--- src/rtl/mem_arbiter_if.sv ---
// Core-side fetch/data request and response channels plus the memory port
// shared by the arbiter (slave) and the core/memory side (master).
interface mem_arbiter_if;
    logic        i_valid;
    logic        i_ready;
    logic [31:0] i_addr;
    logic        i_rvalid;
    logic        i_rready;
    logic [31:0] i_rdata;
    logic        i_err;

    logic        d_valid;
    logic        d_ready;
    logic [31:0] d_addr;
    logic        d_wr;
    logic [1:0]  d_sz;
    logic [31:0] d_wdata;
    logic        d_rvalid;
    logic        d_rready;
    logic [31:0] d_rdata;
    logic        d_err;

    logic [31:0] mem_addr;
    logic [31:0] mem_wdata;
    logic        mem_wr;
    logic [1:0]  mem_sz;
    logic [31:0] mem_rdata;

    modport slave (
        input  i_valid, i_addr, i_rready,
        input  d_valid, d_addr, d_wr, d_sz, d_wdata, d_rready,
        input  mem_rdata,
        output i_ready, i_rvalid, i_rdata, i_err,
        output d_ready, d_rvalid, d_rdata, d_err,
        output mem_addr, mem_wdata, mem_wr, mem_sz
    );

    modport master (
        output i_valid, i_addr, i_rready,
        output d_valid, d_addr, d_wr, d_sz, d_wdata, d_rready,
        output mem_rdata,
        input  i_ready, i_rvalid, i_rdata, i_err,
        input  d_ready, d_rvalid, d_rdata, d_err,
        input  mem_addr, mem_wdata, mem_wr, mem_sz
    );
endinterface

--- src/rtl/mem_arbiter.sv ---
// Two-requester (fetch/data) arbiter sequencing one access at a time onto a
// single-port byte-lane memory: IDLE accept, one ACCESS cycle, held RESP.
module mem_arbiter #(
    parameter int STARVE_MAX = 4
) (
    input  logic          clk,
    input  logic          rst_n,
    mem_arbiter_if.slave  bus
);
    typedef enum logic [1:0] {IDLE, ACCESS, RESP} state_t;

    state_t      state;
    logic [3:0]  starve_cnt;
    logic        owner_d;
    logic        wr_r;
    logic        rvalid_r;
    logic        err_r;
    logic [31:0] rdata_r;

    logic        starved;
    logic        grant_i;
    logic        grant_d;
    logic [31:0] req_addr;
    logic [31:0] req_wdata;
    logic [1:0]  req_sz;
    logic        req_wr;
    logic        req_bad;
    logic        resp_taken;

    assign starved = bus.i_valid && (starve_cnt == 4'(STARVE_MAX));
    assign grant_i = (state == IDLE) && bus.i_valid && (!bus.d_valid || starved);
    assign grant_d = (state == IDLE) && bus.d_valid && !starved;

    assign bus.i_ready = grant_i;
    assign bus.d_ready = grant_d;

    // Fetches are always aligned-word reads; only the data port carries size/wr.
    assign req_addr  = grant_d ? bus.d_addr : bus.i_addr;
    assign req_sz    = grant_d ? bus.d_sz : 2'b10;
    assign req_wr    = grant_d && bus.d_wr;
    assign req_wdata = grant_d ? bus.d_wdata : 32'h0;
    assign req_bad   = (req_sz == 2'b11) ||
                       ((req_sz == 2'b01) && req_addr[0]) ||
                       ((req_sz == 2'b10) && (req_addr[1:0] != 2'b00));

    assign resp_taken = owner_d ? bus.d_rready : bus.i_rready;

    assign bus.i_rvalid = rvalid_r && !owner_d;
    assign bus.d_rvalid = rvalid_r && owner_d;
    assign bus.i_rdata  = rdata_r;
    assign bus.d_rdata  = rdata_r;
    assign bus.i_err    = err_r && bus.i_rvalid;
    assign bus.d_err    = err_r && bus.d_rvalid;

    always_ff @(posedge clk) begin
        if (!rst_n) begin
            state         <= IDLE;
            starve_cnt    <= 4'd0;
            owner_d       <= 1'b0;
            wr_r          <= 1'b0;
            rvalid_r      <= 1'b0;
            err_r         <= 1'b0;
            rdata_r       <= 32'h0;
            bus.mem_addr  <= 32'h0;
            bus.mem_wdata <= 32'h0;
            bus.mem_wr    <= 1'b0;
            bus.mem_sz    <= 2'b10;
        end else begin
            if (!bus.i_valid || grant_i)
                starve_cnt <= 4'd0;
            else if (grant_d && (starve_cnt != 4'(STARVE_MAX)))
                starve_cnt <= starve_cnt + 4'd1;

            case (state)
                IDLE: begin
                    if (grant_i || grant_d) begin
                        owner_d <= grant_d;
                        err_r   <= req_bad;
                        if (req_bad) begin
                            // Rejected requests never touch the memory port.
                            rvalid_r <= 1'b1;
                            rdata_r  <= 32'h0;
                            state    <= RESP;
                        end else begin
                            bus.mem_addr  <= req_addr;
                            bus.mem_sz    <= req_sz;
                            bus.mem_wdata <= req_wdata;
                            bus.mem_wr    <= req_wr;
                            wr_r          <= req_wr;
                            state         <= ACCESS;
                        end
                    end
                end
                ACCESS: begin
                    bus.mem_wr <= 1'b0;
                    rdata_r    <= wr_r ? 32'h0 : bus.mem_rdata;
                    rvalid_r   <= 1'b1;
                    state      <= RESP;
                end
                RESP: begin
                    if (resp_taken) begin
                        rvalid_r <= 1'b0;
                        state    <= IDLE;
                    end
                end
                default: state <= IDLE;
            endcase
        end
    end
endmodule

--- src/flat_wrapper.sv ---
// flat-port wrapper written by rule: the top's interface ports become plain ports
module mem_arbiter_flat 
#(
    parameter int STARVE_MAX = 4
)
  (clk, rst_n, bus_i_valid, bus_i_addr, bus_i_rready, bus_d_valid, bus_d_addr, bus_d_wr, bus_d_sz, bus_d_wdata, bus_d_rready, bus_mem_rdata, bus_i_ready, bus_i_rvalid, bus_i_rdata, bus_i_err, bus_d_ready, bus_d_rvalid, bus_d_rdata, bus_d_err, bus_mem_addr, bus_mem_wdata, bus_mem_wr, bus_mem_sz);
  mem_arbiter_if bus_i ();
  input  logic clk;
  input  logic rst_n;
  input wire logic [$bits(bus_i.i_valid)-1:0] bus_i_valid;
  input wire logic [$bits(bus_i.i_addr)-1:0] bus_i_addr;
  input wire logic [$bits(bus_i.i_rready)-1:0] bus_i_rready;
  input wire logic [$bits(bus_i.d_valid)-1:0] bus_d_valid;
  input wire logic [$bits(bus_i.d_addr)-1:0] bus_d_addr;
  input wire logic [$bits(bus_i.d_wr)-1:0] bus_d_wr;
  input wire logic [$bits(bus_i.d_sz)-1:0] bus_d_sz;
  input wire logic [$bits(bus_i.d_wdata)-1:0] bus_d_wdata;
  input wire logic [$bits(bus_i.d_rready)-1:0] bus_d_rready;
  input wire logic [$bits(bus_i.mem_rdata)-1:0] bus_mem_rdata;
  output wire logic [$bits(bus_i.i_ready)-1:0] bus_i_ready;
  output wire logic [$bits(bus_i.i_rvalid)-1:0] bus_i_rvalid;
  output wire logic [$bits(bus_i.i_rdata)-1:0] bus_i_rdata;
  output wire logic [$bits(bus_i.i_err)-1:0] bus_i_err;
  output wire logic [$bits(bus_i.d_ready)-1:0] bus_d_ready;
  output wire logic [$bits(bus_i.d_rvalid)-1:0] bus_d_rvalid;
  output wire logic [$bits(bus_i.d_rdata)-1:0] bus_d_rdata;
  output wire logic [$bits(bus_i.d_err)-1:0] bus_d_err;
  output wire logic [$bits(bus_i.mem_addr)-1:0] bus_mem_addr;
  output wire logic [$bits(bus_i.mem_wdata)-1:0] bus_mem_wdata;
  output wire logic [$bits(bus_i.mem_wr)-1:0] bus_mem_wr;
  output wire logic [$bits(bus_i.mem_sz)-1:0] bus_mem_sz;
  assign bus_i.i_valid = bus_i_valid;
  assign bus_i.i_addr = bus_i_addr;
  assign bus_i.i_rready = bus_i_rready;
  assign bus_i.d_valid = bus_d_valid;
  assign bus_i.d_addr = bus_d_addr;
  assign bus_i.d_wr = bus_d_wr;
  assign bus_i.d_sz = bus_d_sz;
  assign bus_i.d_wdata = bus_d_wdata;
  assign bus_i.d_rready = bus_d_rready;
  assign bus_i.mem_rdata = bus_mem_rdata;
  assign bus_i_ready = bus_i.i_ready;
  assign bus_i_rvalid = bus_i.i_rvalid;
  assign bus_i_rdata = bus_i.i_rdata;
  assign bus_i_err = bus_i.i_err;
  assign bus_d_ready = bus_i.d_ready;
  assign bus_d_rvalid = bus_i.d_rvalid;
  assign bus_d_rdata = bus_i.d_rdata;
  assign bus_d_err = bus_i.d_err;
  assign bus_mem_addr = bus_i.mem_addr;
  assign bus_mem_wdata = bus_i.mem_wdata;
  assign bus_mem_wr = bus_i.mem_wr;
  assign bus_mem_sz = bus_i.mem_sz;
  mem_arbiter #(.STARVE_MAX(STARVE_MAX)) u_core (.clk(clk), .rst_n(rst_n), .bus(bus_i));
endmodule
--- config.mk ---
export PLATFORM = sky130hd
export DESIGN_NAME = mem_arbiter_flat
export DESIGN_NICKNAME = d
export VERILOG_FILES = /design/src/rtl/mem_arbiter_if.sv /design/src/rtl/mem_arbiter.sv /design/src/flat_wrapper.sv
export SDC_FILE = /design/constraint.sdc
export NUM_CORES = 1
export LEC_CHECK = 0
export CAP_MARGIN = 20
export CORE_ASPECT_RATIO = 0.5
export CORE_MARGIN = 5
export CORE_UTILIZATION = 39
export DETAILED_ROUTE_END_ITERATION = 12
export PLACE_DENSITY = 0.82
export SLEW_MARGIN = 20
export SYNTH_ARGS = -nofsm -noshare
export SYNTH_HDL_FRONTEND = slang
export SYNTH_SLANG_ARGS = --single-unit
--- constraint.sdc ---
create_clock -name clk -period 2.4 [get_ports clk]
set_clock_uncertainty 0.15 [all_clocks]
set_input_delay 0.48 -clock clk [delete_from_list [all_inputs] [get_ports clk]]
set_output_delay 0.48 -clock clk [all_outputs]
set_load 0.02 [all_outputs]
---- After elaboration in Yosys (flattened, before gate mapping) ----
Index checks and enable logic that the tools add are counted.
storage, ports and cells
  logic and storage cells ................. 77
  input bits .............................. 137
  register bits ........................... 109
  output and inout port bits .............. 137
operators by class
  equality and inequality tests ........... 11
  add/subtract/negate cells ............... 1
  bitwise gates (word level) .............. 2
  reduce and logical (&&, ||, !) cells .... 33
  multiplexer cells ....................... 19
operators by type and width
  operator                                                          count
  32-bit two-way mux                                                5
  32-bit case mux with 2 select lines                               1
  1-bit logical AND                                                 13
  3-bit AND reduction                                               3
  2-bit two-way mux                                                 4
  2-bit == test (second input constant)                             3
  1-bit two-way mux                                                 6
  2-bit case mux with 3 select lines                                1
  1-bit logical OR                                                  5
  4-bit by 1-bit adder with 4-bit output (second input constant)    1
  2-bit by 1-bit == test with 1-bit output (second input constant)  2
  4-bit by 3-bit == test with 1-bit output (second input constant)  1
  1-bit logical NOT                                                 4
  2-bit by 1-bit != test with 1-bit output (second input constant)  2
  2-bit != test (second input constant)                             2
  4-bit by 3-bit != test with 1-bit output (second input constant)  1
  2-bit AND reduction                                               2
  4-bit AND reduction                                               1
  2-bit nonzero test                                                2
  1-bit case mux with 3 select lines                                1
  3-bit nonzero test                                                1
  2-bit logical NOT                                                 1
  1-bit inverter                                                    2
  1-bit case mux with 2 select lines                                1
  2-bit OR reduction                                                1

---- Longest topological paths before layout ----
  depth in word-level cells ............... 12
  depth in mapped cells ................... 8
  mapped depth without buffers ............ 6

---- Worst setup path before layout ----
Ideal clock, no wire load.
  path type ............................... reg2out
  start ................................... register u_core.starve_cnt[0]
  end ..................................... output bus_d_ready
  arrival ................................. 1.460 ns
  cell stages (with the launch flop) ...... 8
  path slack .............................. 0.310 ns
  required time ........................... 1.770 ns
  path buffers ............................ 2
  cell sequence ........................... dfxtp_1 > inv_1 > ha_1 > nand4b_4 > clkbuf_1 > clkbuf_1 > nand2_1 > inv_1
on the way
  cells in the longest elaborated chain, start to end .. 4
RTL lines
  item                                      line                RTL
  from (decl)                               mem_arbiter.sv:13   logic [3:0] starve_cnt;
  from (signal assigned)                    mem_arbiter.sv:72   starve_cnt <= starve_cnt + 4'd1;
  4-bit by 3-bit == test with 1-bit output  mem_arbiter.sv:30   assign starved = bus.i_valid && (starve_cnt == 4'(STARVE_MAX));
  1-bit logical AND                         mem_arbiter.sv:30
  1-bit logical NOT                         mem_arbiter.sv:32   assign grant_d = (state == IDLE) && bus.d_valid && !starved;
  1-bit logical AND                         mem_arbiter.sv:32
  to (decl)                                 flat_wrapper.sv:24  output wire logic [$bits(bus_i.d_ready)-1:0] bus_d_ready;
Every way passes these cells.

---- Final worst setup path ----
  start ................................... input bus_d_valid
  end ..................................... output bus_d_ready
on the way
  cells in the longest elaborated chain, start to end .. 2
RTL lines
  item                            line                RTL
  from (decl)                     flat_wrapper.sv:13  input wire logic [$bits(bus_i.d_valid)-1:0] bus_d_valid;
  1-bit logical AND (2 in a row)  mem_arbiter.sv:32
Every way passes these cells.

==> summary.txt <==
Logic synthesis
  • Warnings, synthesis: 0
  • Synthesized flop and latch total: between 100 and 150
  • FFs w/ async S/R, synth: 0%
  • Seq/Total Area, Yosys: between 40% and 50%
  • Synthesized cell area: just over 5000 µm²
  • EDFF count, synth: 0
  • Primary FF master, synth: dfxtp_1
  • Synth area leaders: dfxtp_1 (43%), a32o_1 (6.5%), mux2i_1 (6.5%)
  • Yosys cell types: 37
  • Syn avg cell area: roughly 9 µm²
  • Commonest cells in the netlist: dfxtp_1 (109), nand2_1 (74), o21ai_1 (58)
  • Synth top area share: a little over two fifths
  • Area leader, netlist: dfxtp_1
  • Most frequent cell after synthesis: dfxtp_1
  • Syn_nets: between 600 and 700
  • Mapped Cells: roughly 550

Worst setup path
  • Reg2Reg Depth: 8
  • Crit path launch type: input pin
  • Critical R2R Launch: u_core.starve_cnt[0]
  • CP Max Fanout: 2
  • Worst R2R Setup Slack: 260 ps
  • Worst Setup End Kind: output port
  • Req. time, crit path: around 1800 ps
  • Worst R2R End: u_core.bus.mem_wdata[0]
  • Critical path arrival: about 1700 ps
  • CP Class: input pin to output port

GRT
  • Vias in the first global route: ~4.8k
  • Global-route wire length before repair: ~25 mm
  • Total Routing Usage GR: 19.98%
  • Largest net degree at the start of global routing: between 90 and 100
  • GRT Residual Overflow: 0
  • Antenna violations before repair: 0

Drt
  • Vias/cell: between 5 and 6
  • Violation count after the first detailed-route iteration: 257
  • DRC: 0
  • Via count: roughly 4.9k
  • Drt wl/cell: 17.00 µm
  • Post-route ant nets: 0
  • Routed wire length: about 16 mm
  • Pre-antenna DRT Iters: 7

Cells and area
  • Non-Filler Instances: 948
  • Final Net Count: 914
  • Ant. Diodes: 0
  • Share of cells above drive strength 1: under 10%
  • Area Growth Syn to Fin: 58.88%

STA
  • Actual slew at the worst max-slew pin: about 520 ps
  • Max-slew headroom: between 60% and 70%
  • Fmax: around 0.44 GHz
  • Slew Viols, Final: 0
  • Post-layout min period: 2295 ps
  • Number of hold violations in the final report: 0
  • RSZ-0062 raised after global routing: no
  • Final Cycle Share: a little over nine tenths
  • Setup WS post-layout: around 110 ps
  • Setup violators final: 0

Floorplan
  • IO Count: between 200 and 300
  • Die X-Extent: about 170 µm
  • Std-Cell Rows: 29
  • Initial Utilization: about 40%
  • Die ar.: approximately 16000 µm²
  • Die Y: approximately 91 µm
  • Core ar.: around 13000 µm²

Place
  • Placed Cells: roughly 930
  • Place WS: -170.4 ps
  • Input/output buffers: between 200 and 300
  • GPL Wtd Cong: 0.7936
  • DP HPWL: ~12 mm

Clocking
  • Clock Sinks: around 110
  • Clk_lat worst skew: roughly 340 ps
  • Num CTS Buffers: 9
  • H-tree depth: 3
  • Clock transition at path regs: 70 ps
  • Hold buffer count at cts: 0
  • Clock tree buffer depth: 2
  • CTS tree: done
  • Root buf cell: clkbuf_16
  • Post-CTS setup buffers: 0

Pwr
  • Power Density: ~560 nW/µm²
  • Leakage: about 3.1 nW
  • Maximum vdd drop: between 0.0003 and 0.0004 V

Min path
  • Hold EP: u_core.bus.mem_addr[19]
  • Hold path start: u_core.bus.mem_addr[19]
  • Hold Crit Class: flop to flop
  • Hold Crit Depth: 2

Outcome
  • Status: completed

Flow run
  • Max-Cap Viols: 0
## worst max-delay path, cell delays in order
cell             delay, ps
clkdlybuf4s50_1        490
nor3b_4                200
nand2_1                100
inv_1                   60
dlygate4sd2_1          340
## power breakdown
group / switching (mW) / internal, mW / total [mW] / leakage (nW)
logic: 0.501 / 0.570 / 1.07 / 2.04
clock network: 0.629 / 0.826 / 1.45 / 0.139
registers: 0.0694 / 1.91 / 1.98 / 0.886
total: 1.20 / 3.30 / 4.50 / 3.07
## how the worst max path moves through the flow
stage	slack, ps	from	end
6_report	110	bus_d_valid	bus_d_ready
5_1_grt	20	bus_d_valid	bus_d_ready
4_1_cts	20	u_core.starve_cnt[0]	bus_i_ready
3_5_place_dp	-170	bus_d_valid	bus_d_ready
3_3_place_gp	-130	bus_d_valid	bus_d_ready
2_1_floorplan	310	u_core.starve_cnt[0]	bus_d_ready
## state kept, by name, summed over array words and instances (netlist names)
register              flops
u_core.bus.d_rdata       32
u_core.bus.mem_addr      32
u_core.bus.mem_wdata     32
u_core.starve_cnt         4
u_core.bus.mem_sz         2
u_core.state              2
u_core.bus.mem_wr         1
u_core.err_r              1
u_core.owner_d            1
u_core.rvalid_r           1
u_core.wr_r               1
## what timing repair did
action / 4_1_cts / 5_1_grt
pin swaps: 0 / 0
setup endpoints to repair: 2 / 1
resized for setup: 3 / 1
hold endpoints to repair: 0 / 0
## metal layers
layer / global-route usage [%] / vias to the layer above / share of wire, %
met4: 7.185 / 0 / 2.6
met2: 36.85 / 132 / 53
met1: 22.43 / 2309 / 39
met3: 4.547 / 28 / 5.2
li1: - / 2440 / -
met5: 0 / - / 0
## metrics by stage
stage	hold WS [ps]	util [%]	power, mW	cell area, µm²	setup TNS, ps
after floorplan	298.7	-	2.537	5064	0
after global placement	294.3	61.18	3.071	7770	-3765
after detailed placement	301.9	61.18	3.089	7770	-6879
after CTS	310.5	63.39	4.543	8050	0
after global routing	324.8	63.35	4.703	8045	0
final	309.3	63.35	4.502	8045	0
## cell usage in the layout, fill, tap and decap left out, types with 2 or more instances in the layout
| cell | count |
|---|---|
| clkbuf_16 | 9 |
| dfxtp_1 | 109 |
| a32o_1 | 33 |
| a32oi_1 | 32 |
| and3_1 | 38 |
| mux2i_1 | 33 |
| buf_4 | 18 |
| inv_1 | 4 |
| clkdlybuf4s50_1 | 270 |
| o21ai_1 | 56 |
| o22ai_1 | 2 |
| nand2_1 | 74 |
| nand3_1 | 5 |
| nor3_1 | 4 |
| a21oi_1 | 3 |
| buf_12 | 6 |
| clkbuf_1 | 2 |
| nor2_1 | 9 |
| o21ai_0 | 10 |
| ha_1 | 2 |
| nand2b_1 | 2 |
| nand3b_1 | 2 |
| xor2_1 | 2 |
| a21boi_0 | 32 |
## final cells by class
| type | count | area, µm² |
|---|---|---|
| tap | 170 | 212.7 |
| timing repair buffer | 296 | 2972 |
| inverter | 4 | 15.01 |
| clock inverter | 2 | 35.03 |
| fill | 1046 | 4654 |
| clock buffer | 12 | 246.5 |
| multi-input combinational | 355 | 2382 |
| sequential | 109 | 2182 |
## kinds of logic (layout without fill, tap and decap cells)
| family | after synthesis | in the layout | synth area share [%] |
|---|---|---|---|
| AOI/OAI and AO/OA | 176 | 176 | 25.35 |
| xor gates and xnor gates | 3 | 3 | 0.5190 |
| adders and majority gates | 2 | 2 | 0.4941 |
| buffers and inverters | 90 | 314 | 10.25 |
| DFF | 109 | 109 | 43.09 |
| muxes | 33 | 33 | 6.523 |
| and+or+nand+nor | 141 | 141 | 13.76 |
No activity file was read; power rests on OpenSTA's default activity.
==> variant (same settings) <==
Encoding of `state_t`: now one-hot (3 bits for 3 states).
--- a/src/rtl/mem_arbiter.sv
+++ b/src/rtl/mem_arbiter.sv
@@ -7,7 +7,7 @@
     input  logic          rst_n,
     mem_arbiter_if.slave  bus
 );
-    typedef enum logic [1:0] {IDLE, ACCESS, RESP} state_t;
+    typedef enum logic [2:0] {IDLE = 3'b001, ACCESS = 3'b010, RESP = 3'b100} state_t;
 
     state_t      state;
     logic [3:0]  starve_cnt;
Function: no difference found for any inputs over 4 cycles, from zero or initial values and one cycle with rst_n low; so few cycles prove little.
==> variant against the original RTL <==
  * Hold slack better by 2.7 ps
  * Critical path type is now flip-flop to primary output
  * Register-to-register slack worse by 90 ps
  * Critical endpoint is now bus_i_ready
  * Maximum frequency is 1.4% lower
  * Non-clock buffer count rose by 27
  * Worst setup slack got worse by 32 ps
  * Highest routed layer unchanged
  * Sequential cell count grew 1
  * Cell area rose by 12%
  * Area after synthesis is 15% higher
  * Final cell count is 21% higher
  * Combinational power grew 54%
  * Total power grew 16%
  * Routed wire length rose by 23%
==> variant: results (changes against the original RTL) <==
status=completed; met2 routed WL=10,120 um (+18%); fraction of the mapped netlist area in adder cells=0.4299% (-0.064 points); Seq area share=24.44% (-2.7 points); Max Clk Rate=429.8 MHz (-1.4%); Seq/Total Area, Yosys=37.83% (-5.3 points); Initial DRC Count=357 (+39%); pin count of the biggest net entering global routing=45 (-52%); Vias=6,010 (+22%); cells after synthesis=710 (+28%); dpl hpwl=14,920 um (+24%); Final GP Congestion=0.8221 (+3.6%); number of clock buffers in the layout=10 (-2); Register Area=2203 um^2 (+0.97%); dpl ws=-208.0 ps (-37.58 ps); Inverters=7 (+3); Leak=3.522 nW (+15%); GRT Total Usage=21.52% (+1.5 points); Buffers excl. clock=323 (+9.1%); met1 Use GR=26.03% (+3.6 points); R2R setup slack=170 ps (-90 ps); Post-Syn Nets=849 (+23%); Routed WL=19,820 um (+23%); Clock power frac=30.0% (-2.3 points); Compound-Gate Fraction of Synth Area=18.25% (-7.1 points); final hold slack=312.1 ps (+2.746 ps); routed vias/inst=5.244 (+1.3%); FILL cells=1,232 (+18%)
## variant: cell count changes in the layout (fill, tap and decap cells not counted), sizes merged, moves of 5 or more
cell / unedited run / this run
nor2: 9 / 36
buf: 24 / 51
a32o: 33 / 0
mux2i: 33 / 66
and3: 38 / 3
a21oi: 3 / 8
and4: 0 / 30
o31a: 1 / 31
o211ai: 0 / 32
a21boi: 32 / 2
a32oi: 32 / 0
nand2: 74 / 135
nand3: 5 / 35
inv: 4 / 10
## variant: path summary, 6_finish.rpt
kind | cells after the start | to | from
worst max-delay path | 6 | bus_i_ready | u_core.starve_cnt[1]
worst min-delay path | 2 | u_core.bus.mem_addr[13] | u_core.bus.mem_addr[13]
worst max register to register | 9 | u_core.bus.d_rdata[27] | u_core.starve_cnt[0]
worst min register to register | 2 | u_core.bus.mem_addr[13] | u_core.bus.mem_addr[13]
## variant: worst max-delay path, cell delays in order, from the launching register on
cell,delay (ps)
dfxtp_1,380
inv_1,70
ha_1,230
nand3b_2,120
nand2_1,70
and3_1,180
clkdlybuf4s15_1,310
